**src/rtl/history_detector.sv**
```systemverilog
`default_nettype none
// ============================================================================
// Module   : history_detector
// Purpose  : Serial history detector. Samples a 1-bit input under an enable,
//            keeps a DEPTH-bit history, and raises a registered one-cycle
//            match pulse when the history equals PATTERN. Overlapping and
//            non-overlapping matches are supported. It also flags runs of
//            consecutive ones and keeps a saturating match counter.
// Ports    : clk         - clock; all state updates on the rising edge
//            reset       - synchronous active-low reset
//            a           - serial data bit
//            en          - sample strobe; a is consumed only when en==1
//            overlap     - 1 = overlapping matches, 0 = non-overlapping
//            clr_count   - synchronous clear of match_count
//            x           - registered one-cycle match pulse
//            y           - registered run flag (run of ones >= RUN_LEN)
//            match_count - saturating count of matches
// Revision : 1.0 - initial parametrised release
// ============================================================================
module history_detector #(
  parameter int               DEPTH   = 4,
  parameter logic [DEPTH-1:0] PATTERN = 4'b1011,
  parameter int               RUN_LEN = 3,
  parameter int               COUNT_W = 8
) (
  input  logic               clk,
  input  logic               reset,
  input  logic               a,
  input  logic               en,
  input  logic               overlap,
  input  logic               clr_count,
  output logic               x,
  output logic               y,
  output logic [COUNT_W-1:0] match_count
);

  localparam int FILL_W = $clog2(DEPTH + 1);
  localparam int RUN_W  = $clog2(RUN_LEN + 1);

  localparam logic [FILL_W-1:0] FILL_FULL = FILL_W'(DEPTH);
  localparam logic [FILL_W-1:0] FILL_LAST = FILL_W'(DEPTH - 1);
  localparam logic [RUN_W-1:0]  RUN_MAX   = RUN_W'(RUN_LEN);

  generate
    if (DEPTH < 2) begin : g_bad_depth
      $error("history_detector: DEPTH must be at least 2");
    end
    if (RUN_LEN < 1) begin : g_bad_run_len
      $error("history_detector: RUN_LEN must be at least 1");
    end
  endgenerate

  typedef enum logic [0:0] {
    FILLING = 1'b0,
    ARMED   = 1'b1
  } state_e;

  logic [DEPTH-1:0]   hist_q, hist_d;
  logic [FILL_W-1:0]  fill_q, fill_d;
  logic [RUN_W-1:0]   run_q,  run_d;
  logic               x_q,    x_d;
  logic               y_q,    y_d;
  logic [COUNT_W-1:0] cnt_q,  cnt_d;

  state_e             state;
  logic [DEPTH-1:0]   nh;
  logic               match;
  logic [COUNT_W-1:0] cnt_base;

  // State register: the FSM state is carried by the fill counter itself.
  always_ff @(posedge clk) begin
    if (!reset) begin
      hist_q <= '0;
      fill_q <= '0;
      run_q  <= '0;
      x_q    <= 1'b0;
      y_q    <= 1'b0;
      cnt_q  <= '0;
    end else begin
      hist_q <= hist_d;
      fill_q <= fill_d;
      run_q  <= run_d;
      x_q    <= x_d;
      y_q    <= y_d;
      cnt_q  <= cnt_d;
    end
  end

  always_comb begin
    state    = (fill_q == FILL_FULL) ? ARMED : FILLING;
    nh       = {hist_q[DEPTH-2:0], a};
    hist_d   = hist_q;
    fill_d   = fill_q;
    run_d    = run_q;
    y_d      = y_q;
    x_d      = 1'b0;
    match    = 1'b0;

    if (en) begin
      hist_d = nh;
      // The completing bit counts: one short of full is enough.
      match  = (nh == PATTERN) && ((state == ARMED) || (fill_q == FILL_LAST));

      if (match) begin
        // Non-overlapping mode forgets the matched bits entirely.
        fill_d = overlap ? FILL_FULL : '0;
      end else if (state == FILLING) begin
        fill_d = fill_q + FILL_W'(1);
      end

      if (a) begin
        run_d = (run_q == RUN_MAX) ? run_q : run_q + RUN_W'(1);
      end else begin
        run_d = '0;
      end

      y_d = (run_d == RUN_MAX);
      x_d = match;
    end

    // Clear first, then count, so a clear coinciding with a match yields 1.
    cnt_base = clr_count ? '0 : cnt_q;
    cnt_d    = (match && (cnt_base != {COUNT_W{1'b1}})) ? cnt_base + COUNT_W'(1)
                                                        : cnt_base;
  end

  assign x           = x_q;
  assign y           = y_q;
  assign match_count = cnt_q;

endmodule
`default_nettype wire

```
**config.mk**
```make
export PLATFORM = sky130hd
export DESIGN_NAME = history_detector
export DESIGN_NICKNAME = d
export VERILOG_FILES = /design/src/rtl/history_detector.sv
export SDC_FILE = /design/constraint.sdc
export NUM_CORES = 1
export LEC_CHECK = 0
export BUFFER_PORTS_ARGS = -buffer_cell sky130_fd_sc_hd__buf_2
export CORE_ASPECT_RATIO = 0.9
export CORE_UTILIZATION = 25
export DETAILED_ROUTE_END_ITERATION = 16
export PLACE_DENSITY = 0.52
export SETUP_SLACK_MARGIN = 0.1
export SLEW_MARGIN = 20
export SYNTH_ARGS = -nofsm -noshare
export SYNTH_HDL_FRONTEND = slang
export SYNTH_SLANG_ARGS = --single-unit
```
**constraint.sdc**
```tcl
create_clock -name clk -period 2.3 [get_ports clk]
set_clock_uncertainty 0.15 [all_clocks]
set_input_delay 0.575 -clock clk [delete_from_list [all_inputs] [get_ports clk]]
set_output_delay 0.575 -clock clk [all_outputs]
set_load 0.02 [all_outputs]
```
Word level (Yosys, flattened, before mapping)
Index checks and enable logic that the tools add are counted.
{"block": "word_totals", "ff_bits": 18, "output_inout_bits": 10, "word_cells": 30}
{"block": "op_classes", "add_sub_neg": 3, "n_eq_ne": 7, "muxes": 10, "reduce_logical": 4}
{"op": "8-bit 2-to-1 mux", "n": 2}
{"op": "3-bit 2-to-1 mux", "n": 3}
{"op": "8-bit by 1-bit adder with 8-bit output (second input constant)", "n": 1}
{"op": "8-bit inequality test (second input constant)", "n": 1}
{"op": "2-bit 2-to-1 mux", "n": 3}
{"op": "2-bit == test (second input constant)", "n": 2}
{"op": "4-bit == test (second input constant)", "n": 1}
{"op": "3-bit by 1-bit adder with 3-bit output (second input constant)", "n": 1}
{"op": "3-bit by 2-bit == test with 1-bit output (second input constant)", "n": 1}
{"op": "3-bit == test (second input constant)", "n": 1}
{"op": "2-bit by 1-bit adder with 2-bit output (second input constant)", "n": 1}
{"op": "1-bit logical AND", "n": 2}
{"op": "1-bit 2-to-1 mux", "n": 2}
{"op": "2-bit by 1-bit inequality test with 1-bit output (second input constant)", "n": 1}
{"op": "2-bit AND reduction", "n": 1}
{"op": "1-bit logical OR", "n": 1}

Depth between registers and ports, before layout
Gate-level depths: netlist (run 1).
{"block": "logic_depth", "depth_word": 7, "ltp_mapped": 7, "depth_no_buf": 6}

Worst setup path after synthesis (run 1)
No wires, ideal clock.
{"block": "synth_timing", "path_type": "input port to flip-flop", "startpoint": "input port clr_count", "endpoint": "register cnt_q[5] (netlist: match_count[5])", "setup_time_ns": 0.067, "t_arrival_ns": 1.822, "required_time_ns": 2.083, "slack_ns": 0.261, "path_stages": 6, "cell_sequence": "nor2b_1 ha_1 nand4_1 or2_1 a311o_1 a21oi_2"}
{"block": "synth_between", "elab_chain_cells": 4}
{"item": "from (decl)", "line": "31", "text": "input logic clr_count,"}
{"item": "8-bit 2-to-1 mux *", "line": "122", "text": "cnt_base = clr_count ? '0 : cnt_q;"}
{"item": "branches (longest 2 deep; another with 8-bit by 1-bit adder with 8-bit output)"}
{"item": "8-bit 2-to-1 mux *", "line": "123", "text": "cnt_d = (match && (cnt_base != {COUNT_W{1'b1}})) ? cnt_base + COUNT_W'(1)"}
{"item": "to (signal assigned)", "line": "85", "text": "cnt_q <= cnt_d;"}
{"item": "to (decl)", "line": "63", "text": "logic [COUNT_W-1:0] cnt_q, cnt_d;"}
Every way passes the cells marked *.
A chain may end at the register's enable or synchronous reset.

Worst setup path after layout (run 1)
Ends and elaborated chain as after synthesis.

==> flow_metrics.py, run 1 <==
metrics = {
    "outcome": {
        "status": "completed",
    },
    "detailed_routing": {
        "wl_um": 2080,
        "wl_per_cell_um": 12.2,
        "ant_nets": 0,
        "drc": 0,
        "drtIter0Drc": 44,
        "vias": 866,
        "viasPerCell": 5.06,
        "drtPass1Iterations": 4,
    },
    "clock_network": {
        "hold_buffers": 0,
        "h-tree-depth": 1,
        "ctsResizeCount": 0,
        "cts_setup_buffers": 0,
        "numCtsBuffers": 3,
        "cts.clk_slew.worst_paths_ns": 0.07,
        "cts_tree": "built",
        "cts-root-buf": "clkbuf_8",
        "cts_max_path_buffers": 2,
        "cts.sinks": 18,
        "clock_latency_ns": 0.25,
    },
    "grt": {
        "grt_first_pass_wirelength_um": 3450,
        "overflow": 0,
        "grt.total_usage_pct": 11.6,
        "grt_max_degree": 15,
        "antenna_found_initial": 0,
        "grt_pass1_vias": 815,
    },
    "power_and_ir_drop": {
        "p_per_area_nw_per_um2": 525,
        "p_leak_nw": 0.533,
        "ir_drop_uv": 259,
        "finalPower_uw": 590,
    },
    "yosys": {
        "synth.cell_area_um2": 948,
        "async_flop_share_pct": 0,
        "syn_inst": 109,
        "synth_edf_count": 0,
        "avgSynthCellArea_um2": 8.70,
        "synthesis.nets": 118,
        "ys_warn_count": 0,
        "synth-seq-cells": 18,
        "synth_cell_types": 33,
        "ys_seq_area_share_pct": 38.0,
        "synthFlopType": "dfxtp_1",
    },
    "timing": {
        "finalWorstSetupSlack_ns": 0.341,
        "hold_viol_final": 0,
        "slew_viol_final": 0,
        "fin_setup_tns_ns": 0,
        "tightest_slew_ns": 0.293,
        "fmax_mhz": 510,
        "finalCriticalPeriod_ns": 1.96,
        "finalCritPeriodShare_pct": 85.2,
        "rsz0062_at_grt": "false",
        "slew_headroom_pct": 80.4,
        "setup_viol": 0,
    },
    "final_layout": {
        "seqCellArea_um2": 360,
        "fillCellCount": 391,
        "syn2layout_area_growth_pct": 18.5,
        "utilization_pct": 32.1,
        "layout_common_cells": "18 x dfxtp_1, 15 x buf_2, 11 x nand2_1",
        "drive_gt1_share_pct": 20.5,
        "nets": 138,
        "multi_input_area_um2": 536,
        "final_common_cell": "dfxtp_1",
        "antenna_cells": 0,
    },
    "worst_setup_path": {
        "critPathCaptureType": "flop",
        "r2r_end": "match_count[5]$_SDFF_PN0_",
        "critPathBufInv": 1,
        "r2r_cells": 6,
        "critical_path.top_delay_family": "simple AND/OR/NAND/NOR gates",
        "crit_chain": "buf_2 > nor2b_1 > ha_1 > nand4_1 > or2_1 > a311o_1 > a21oi_2",
        "path_max_fanout": 8,
        "reg2reg_from": "match_count[0]$_SDFF_PN0_",
        "arrival_ns": 2.00,
        "critical_path_class": "primary input to flop",
        "reg2reg_setup_slack_ns": 0.41,
        "startpoint_type": "primary input",
        "slowest_delay_ns": 0.38,
        "crit_required_ns": 2.34,
        "critPathSlowestCell": "a311o_1",
    },
    "place": {
        "dp_slack_ns": 0.0951,
        "routabilityCongestion": 0.825,
        "port_buffers": 15,
        "hpwl_um": 1600,
    },
    "hold_path": {
        "hold_depth": 2,
        "worstHoldEndpoint": "y$_SDFFE_PN0P_",
        "min_path_type": "flop to flop",
        "hold_start": "y$_SDFFE_PN0P_",
    },
    "floorplan": {
        "die_y_um": 60.4,
        "die-area_um2": 4040,
        "io_pins": 16,
        "start_util_pct": 27.1,
        "die_w_um": 66.9,
        "core_area_um2": 3500,
        "rows": 20,
    },
    "job": {
        "maxCapViolCount": 0,
    },
}
## cells by family after synthesis
family | after synthesis | share of synthesized area, %
simple gates | 42 | 26.5
compound gates | 29 | 20.2
flops | 18 | 38.0
buf+inv | 12 | 5.54
mux | 5 | 5.80
fa+ha+maj | 3 | 3.96
## synth_stat cells, types with 2 or more instances
cell type	number	area, um2
ha_1	3	37.5
nand3_1	5	25.0
dfxtp_1	18	360
inv_1	9	33.8
and3_1	4	25.0
a41o_1	2	20.0
mux2i_1	4	40.0
or4_1	2	15.0
nand4_1	2	12.5
nor2b_1	3	18.8
a21oi_1	8	40.0
nand2_1	11	41.3
nor2_1	8	30.0
o21ai_0	8	40.0
or3_1	2	12.5
o211ai_1	3	22.5
## stage by stage
step | hold WS [ns] | instances | cell area [um2]
global route | 0.334 | 171 | 1120
floorplan | 0.299 | 109 | 948
detailed placement | 0.304 | 168 | 1080
global placement | 0.298 | 168 | 1080
finish | 0.307 | 171 | 1120
CTS | 0.313 | 171 | 1120
## routing by layer
metal | track usage (%) | wire [um] | vias up
met2 | 21.6 | 1030 | 19
met3 | 4.70 | 114 | 4
li1 | - | - | 433
met5 | 0 | 0 | -
met1 | 11.9 | 907 | 410
met4 | 3.65 | 22 | 0
## how the worst max path moves through the flow
stage	endpoint	slack (ns)	cells after the start	start
after floorplan	match_count[5]$_SDFF_PN0_	0.26	6	clr_count
after global routing	match_count[5]$_SDFF_PN0_	0.26	7	clr_count
after global placement	match_count[5]$_SDFF_PN0_	0.16	7	clr_count
final	match_count[5]$_SDFF_PN0_	0.34	7	clr_count
after CTS	match_count[5]$_SDFF_PN0_	0.36	7	clr_count
after detailed placement	match_count[5]$_SDFF_PN0_	0.1	7	clr_count
## layout make-up
class	count	share of cell area, %
Clock buffer	3	3.67
Inverter	9	3.01
Multi-Input combinational cell	79	47.7
Sequential cell	18	32.1
Tap cell	44	4.90
Timing Repair Buffer	18	8.69
## worst register-to-register path: cells and delay by family (launching register included)
kind | cells | cell delay, ns
simple gates | 3 | 0.62
compound gates | 2 | 0.49
flops | 1 | 0.37
fa+ha+maj | 1 | 0.21
## flip-flops by register name, summed over array words and instances (netlist names)
signal / cells
fill_q: 3
x: 1
run_q: 2
hist_q: 3
match_count: 8
y: 1
## where the power goes
part	switching (mW)	total (mW)	internal, mW
Clock	0.103	0.220	0.116
Combinational	0.0276	0.0465	0.0189
Sequential	0.00527	0.324	0.319
Total	0.136	0.590	0.454
Note: power is estimated with default switching activity, not from simulation.
==> run 2: changes to the inputs <==
--- a/config.mk
+++ b/config.mk
@@ -6,10 +6,13 @@
 export NUM_CORES = 1
 export LEC_CHECK = 0
 export BUFFER_PORTS_ARGS = -buffer_cell sky130_fd_sc_hd__buf_2
+export CELL_PAD_IN_SITES_DETAIL_PLACEMENT = 1
+export CELL_PAD_IN_SITES_GLOBAL_PLACEMENT = 1
 export CORE_ASPECT_RATIO = 0.9
 export CORE_UTILIZATION = 25
+export CTS_CLUSTER_DIAMETER = 40
 export DETAILED_ROUTE_END_ITERATION = 16
-export PLACE_DENSITY = 0.52
+export PLACE_DENSITY = 0.62
 export SETUP_SLACK_MARGIN = 0.1
 export SLEW_MARGIN = 20
 export SYNTH_ARGS = -nofsm -noshare
==> flow_metrics.py, run 2 (same netlist as run 1, synthesis figures left out) <==
metrics = {
    "outcome": {
        "status": "completed",
    },
    "floorplan": {
        "start_util_pct": 27.1,
        "die_w_um": 66.9,
        "die-area_um2": 4040,
        "rows": 20,
        "io_pins": 16,
        "die_y_um": 60.4,
        "core_area_um2": 3500,
    },
    "clock_network": {
        "h-tree-depth": 1,
        "hold_buffers": 0,
        "numCtsBuffers": 3,
        "cts_setup_buffers": 0,
        "cts.sinks": 18,
        "cts_tree": "built",
        "cts-root-buf": "clkbuf_8",
        "ctsResizeCount": 0,
        "clock_latency_ns": 0.26,
        "cts_max_path_buffers": 2,
        "cts.clk_slew.worst_paths_ns": 0.07,
    },
    "place": {
        "hpwl_um": 1820,
        "routabilityCongestion": 0.766,
        "post-place-cells": 168,
        "port_buffers": 15,
    },
    "final_layout": {
        "final_cells": 172,
        "largest_reg_flops": 8,
        "nets": 138,
        "drive_gt1_share_pct": 21.1,
        "antenna_cells": 0,
        "layout_common_cells": "18 x dfxtp_1, 15 x buf_2, 11 x nand2_1",
        "syn2layout_area_growth_pct": 19.9,
        "final_common_cell": "dfxtp_1",
    },
    "power_and_ir_drop": {
        "p_leak_nw": 0.540,
        "p_per_area_nw_per_um2": 560,
        "ir_drop_uv": 280,
    },
    "grt": {
        "grt_first_pass_wirelength_um": 3950,
        "grt_pass1_vias": 876,
        "grt.total_usage_pct": 13.1,
        "antenna_found_initial": 0,
        "overflow": 0,
        "grt_max_degree": 15,
    },
    "detailed_routing": {
        "ant_nets": 0,
        "viasPerCell": 5.11,
        "vias": 879,
        "wl_per_cell_um": 13.7,
        "drc": 0,
        "drtIter0Drc": 37,
        "drtPass1Iterations": 4,
        "wl_um": 2350,
    },
    "worst_setup_path": {
        "critPathCaptureType": "flop",
        "crit_required_ns": 2.35,
        "critPathBufInv": 1,
        "critical_path.top_delay_family": "simple AND/OR/NAND/NOR gates",
        "r2r_cells": 6,
        "critPathSlowestCell": "a311o_1",
        "slowest_delay_ns": 0.38,
        "startpoint_type": "primary input",
        "crit_chain": "buf_2 > nor2b_1 > ha_1 > nand4_1 > or2_1 > a311o_1 > a21oi_2",
        "critical_path_class": "primary input to flop",
        "cp.depth": 7,
        "arrival_ns": 2.04,
        "path_max_fanout": 8,
    },
    "job": {
        "maxCapViolCount": 0,
    },
    "timing": {
        "slew_viol_final": 0,
        "hold_viol_final": 0,
        "tightest_slew_ns": 0.279,
        "slew_headroom_pct": 81.2,
        "rsz0062_at_grt": "false",
        "finalCritPeriodShare_pct": 86.6,
        "finalCriticalPeriod_ns": 1.99,
        "setup_viol": 0,
        "fmax_mhz": 502,
        "fin_setup_tns_ns": 0,
    },
    "hold_path": {
        "hold_depth": 2,
        "min_path_type": "flop to flop",
    },
}
==> run 2: path summary, 6_finish.rpt <==
kind	from	endpoint	slack (ns)
setup reg to reg	match_count[0]$_SDFF_PN0_	match_count[5]$_SDFF_PN0_	0.38
setup / recovery	clr_count	match_count[5]$_SDFF_PN0_	0.31
hold reg to reg	y$_SDFFE_PN0P_	y$_SDFFE_PN0P_	0.31
hold / removal	y$_SDFFE_PN0P_	y$_SDFFE_PN0P_	0.31
==> run 2: through the flow <==
| stage | utilization (%) | worst slack (ns) | hold slack [ns] | cell area [um2] | total power, mW |
|---|---|---|---|---|---|
| 2_1_floorplan | - | 0.261 | 0.299 | 948 | 0.361 |
| 3_3_place_gp | 30.9 | 0.140 | 0.291 | 1080 | 0.376 |
| 3_5_place_dp | 30.9 | 0.0690 | 0.300 | 1080 | 0.380 |
| 4_1_cts | 32.5 | 0.330 | 0.316 | 1140 | 0.649 |
| 5_1_grt | 32.5 | 0.224 | 0.345 | 1140 | 0.674 |
| 6_report | 32.5 | 0.309 | 0.309 | 1140 | 0.637 |
==> run 2: tightest hold or removal path: stages, from the launching register on <==
cell	delay [ns]
dfxtp_1	0.31
nand2_1	0.05
a21oi_1	0.05
==> run 2: metal layers <==
metal	vias up	wire length [um]	GRT usage (%)
met1	431	1110	15.1
met3	2	100	4.70
met5	-	0	0
li1	432	-	-
met4	0	10	2.74
met2	14	1120	23.4
==> run 2: cell type report <==
| cell class | count | area (um2) |
|---|---|---|
| Clock buffer | 4 | 55.1 |
| Fill cell | 438 | 2370 |
| Inverter | 9 | 33.8 |
| Multi-Input combinational cell | 79 | 536 |
| Sequential cell | 18 | 360 |
| Tap cell | 44 | 55.1 |
| Timing Repair Buffer | 18 | 97.6 |
==> run 2: power breakdown <==
part | switching [mW] | leakage, nW | internal [mW]
Combinational | 0.0290 | 0.366 | 0.0190
Sequential | 0.00530 | 0.146 | 0.318
Clock | 0.113 | 0.0288 | 0.152
Total | 0.147 | 0.540 | 0.490
==> run 3: changes to the inputs <==
--- a/config.mk
+++ b/config.mk
@@ -6,7 +6,8 @@
 export NUM_CORES = 1
 export LEC_CHECK = 0
 export BUFFER_PORTS_ARGS = -buffer_cell sky130_fd_sc_hd__buf_2
-export CELL_PAD_IN_SITES_DETAIL_PLACEMENT = 1
+export CAP_MARGIN = 20
+export CELL_PAD_IN_SITES_DETAIL_PLACEMENT = 0
 export CELL_PAD_IN_SITES_GLOBAL_PLACEMENT = 1
 export CORE_ASPECT_RATIO = 0.9
 export CORE_UTILIZATION = 25
==> flow_metrics.py, run 3 (same netlist as run 1, synthesis figures left out) <==
metrics = {
    "final_layout": {
        "drive_gt1_share_pct": 20.5,
        "final_common_cell": "dfxtp_1",
        "multi_input_area_um2": 536,
        "layout_common_cells": "18 x dfxtp_1, 15 x buf_2, 11 x nand2_1",
        "fillCellCount": 392,
        "largest_reg_flops": 8,
        "seqCellArea_um2": 360,
        "antenna_cells": 0,
        "nets": 138,
        "syn2layout_area_growth_pct": 18.5,
    },
    "clock_network": {
        "ctsResizeCount": 0,
        "numCtsBuffers": 3,
        "hold_buffers": 0,
        "h-tree-depth": 1,
        "cts_tree": "built",
        "clock_latency_ns": 0.25,
        "cts_setup_buffers": 0,
        "cts.clk_slew.worst_paths_ns": 0.07,
        "cts.sinks": 18,
        "cts_max_path_buffers": 2,
        "cts-root-buf": "clkbuf_8",
    },
    "timing": {
        "slew_headroom_pct": 80.8,
        "rsz0062_at_grt": "false",
        "fmax_mhz": 499,
        "hold_viol_final": 0,
        "finalCritPeriodShare_pct": 87.2,
        "tightest_slew_ns": 0.289,
        "finalCriticalPeriod_ns": 2.01,
        "fin_setup_tns_ns": 0,
        "slew_viol_final": 0,
        "whs_ns": 0.313,
        "setup_viol": 0,
    },
    "detailed_routing": {
        "drtPass1Iterations": 4,
        "vias": 850,
        "wl_um": 2070,
        "drc": 0,
        "drtIter0Drc": 37,
        "ant_nets": 0,
        "viasPerCell": 4.97,
        "wl_per_cell_um": 12.1,
    },
    "worst_setup_path": {
        "arrival_ns": 2.05,
        "crit_required_ns": 2.34,
        "startpoint_type": "primary input",
        "reg2reg_from": "match_count[0]$_SDFF_PN0_",
        "critPathSlowestCell": "a311o_1",
        "r2r_end": "match_count[5]$_SDFF_PN0_",
        "reg2reg_setup_slack_ns": 0.39,
        "critPathCaptureType": "flop",
        "critical_path.top_delay_family": "simple AND/OR/NAND/NOR gates",
        "r2r_cells": 6,
        "critPathBufInv": 1,
        "path_max_fanout": 8,
        "crit_chain": "buf_2 > nor2b_1 > ha_1 > nand4_1 > or2_1 > a311o_1 > a21oi_2",
        "slowest_delay_ns": 0.38,
        "critical_path_class": "primary input to flop",
    },
    "grt": {
        "overflow": 0,
        "grt_first_pass_wirelength_um": 3480,
        "antenna_found_initial": 0,
        "grt.total_usage_pct": 11.6,
        "grt_max_degree": 15,
        "grt_pass1_vias": 788,
    },
    "floorplan": {
        "start_util_pct": 27.1,
        "die_w_um": 66.9,
        "rows": 20,
        "io_pins": 16,
        "core_area_um2": 3500,
        "die-area_um2": 4040,
        "die_y_um": 60.4,
    },
    "power_and_ir_drop": {
        "p_leak_nw": 0.533,
        "ir_drop_uv": 253,
        "p_per_area_nw_per_um2": 523,
    },
    "outcome": {
        "status": "completed",
    },
    "place": {
        "routabilityCongestion": 0.766,
        "port_buffers": 15,
        "hpwl_um": 1540,
    },
    "hold_path": {
        "hold_depth": 2,
        "min_path_type": "flop to flop",
        "hold_start": "y$_SDFFE_PN0P_",
        "worstHoldEndpoint": "y$_SDFFE_PN0P_",
    },
    "job": {
        "maxCapViolCount": 0,
    },
}
-- run 3: worst reg2reg max path: cells and delay by family (launching register included) --
family / cells / cell delay [ns]
AO/OA/AOI/OAI: 2 / 0.49
adder cells (fa/ha/maj): 1 / 0.22
flip-flops: 1 / 0.35
AND/OR/NAND/NOR: 3 / 0.63
-- run 3: report_power, final --
part / internal [mW] / switching (mW) / leakage [nW] / total (mW)
combinational: 0.0189 / 0.0280 / 0.366 / 0.0468
sequential: 0.319 / 0.00505 / 0.146 / 0.324
clock: 0.116 / 0.100 / 0.0216 / 0.217
total: 0.454 / 0.133 / 0.533 / 0.587
-- run 3: area by class of cell --
class                      instances  area share (%)
clock buffer                       3            3.67
inverter                           9            3.01
multi-input combinational         79            47.7
sequential                        18            32.1
tap                               44            4.90
timing repair buffer              18            8.69
-- run 3: layer usage --
metal | GRT usage, % | wire length (um) | up-vias
met2 | 18.2 | 909 | 23
met3 | 4.32 | 116 | 6
met4 | 4.56 | 32 | 0
met5 | 0 | 0 | -
met1 | 14.4 | 1010 | 391
li1 | - | - | 430
-- run 3: how the worst max path moves through the flow --
stage / from / end / slack (ns) / depth (start not counted)
6_report: clr_count / match_count[5]$_SDFF_PN0_ / 0.29 / 7
5_1_grt: clr_count / match_count[4]$_SDFF_PN0_ / 0.22 / 8
4_1_cts: clr_count / match_count[5]$_SDFF_PN0_ / 0.31 / 7
3_5_place_dp: clr_count / match_count[5]$_SDFF_PN0_ / 0.07 / 7
3_3_place_gp: clr_count / match_count[5]$_SDFF_PN0_ / 0.14 / 7
2_1_floorplan: clr_count / match_count[5]$_SDFF_PN0_ / 0.26 / 6
-- run 3: through the flow --
stage | power, mW | setup slack [ns] | cell area (um2) | utilization [%] | cells
after floorplan | 0.361 | 0.261 | 948 | - | 109
after global placement | 0.376 | 0.140 | 1080 | 30.9 | 168
after detailed placement | 0.377 | 0.0709 | 1080 | 30.9 | 168
after CTS | 0.598 | 0.314 | 1120 | 32.1 | 171
after global routing | 0.624 | 0.223 | 1120 | 32.1 | 171
final | 0.587 | 0.294 | 1120 | 32.1 | 171
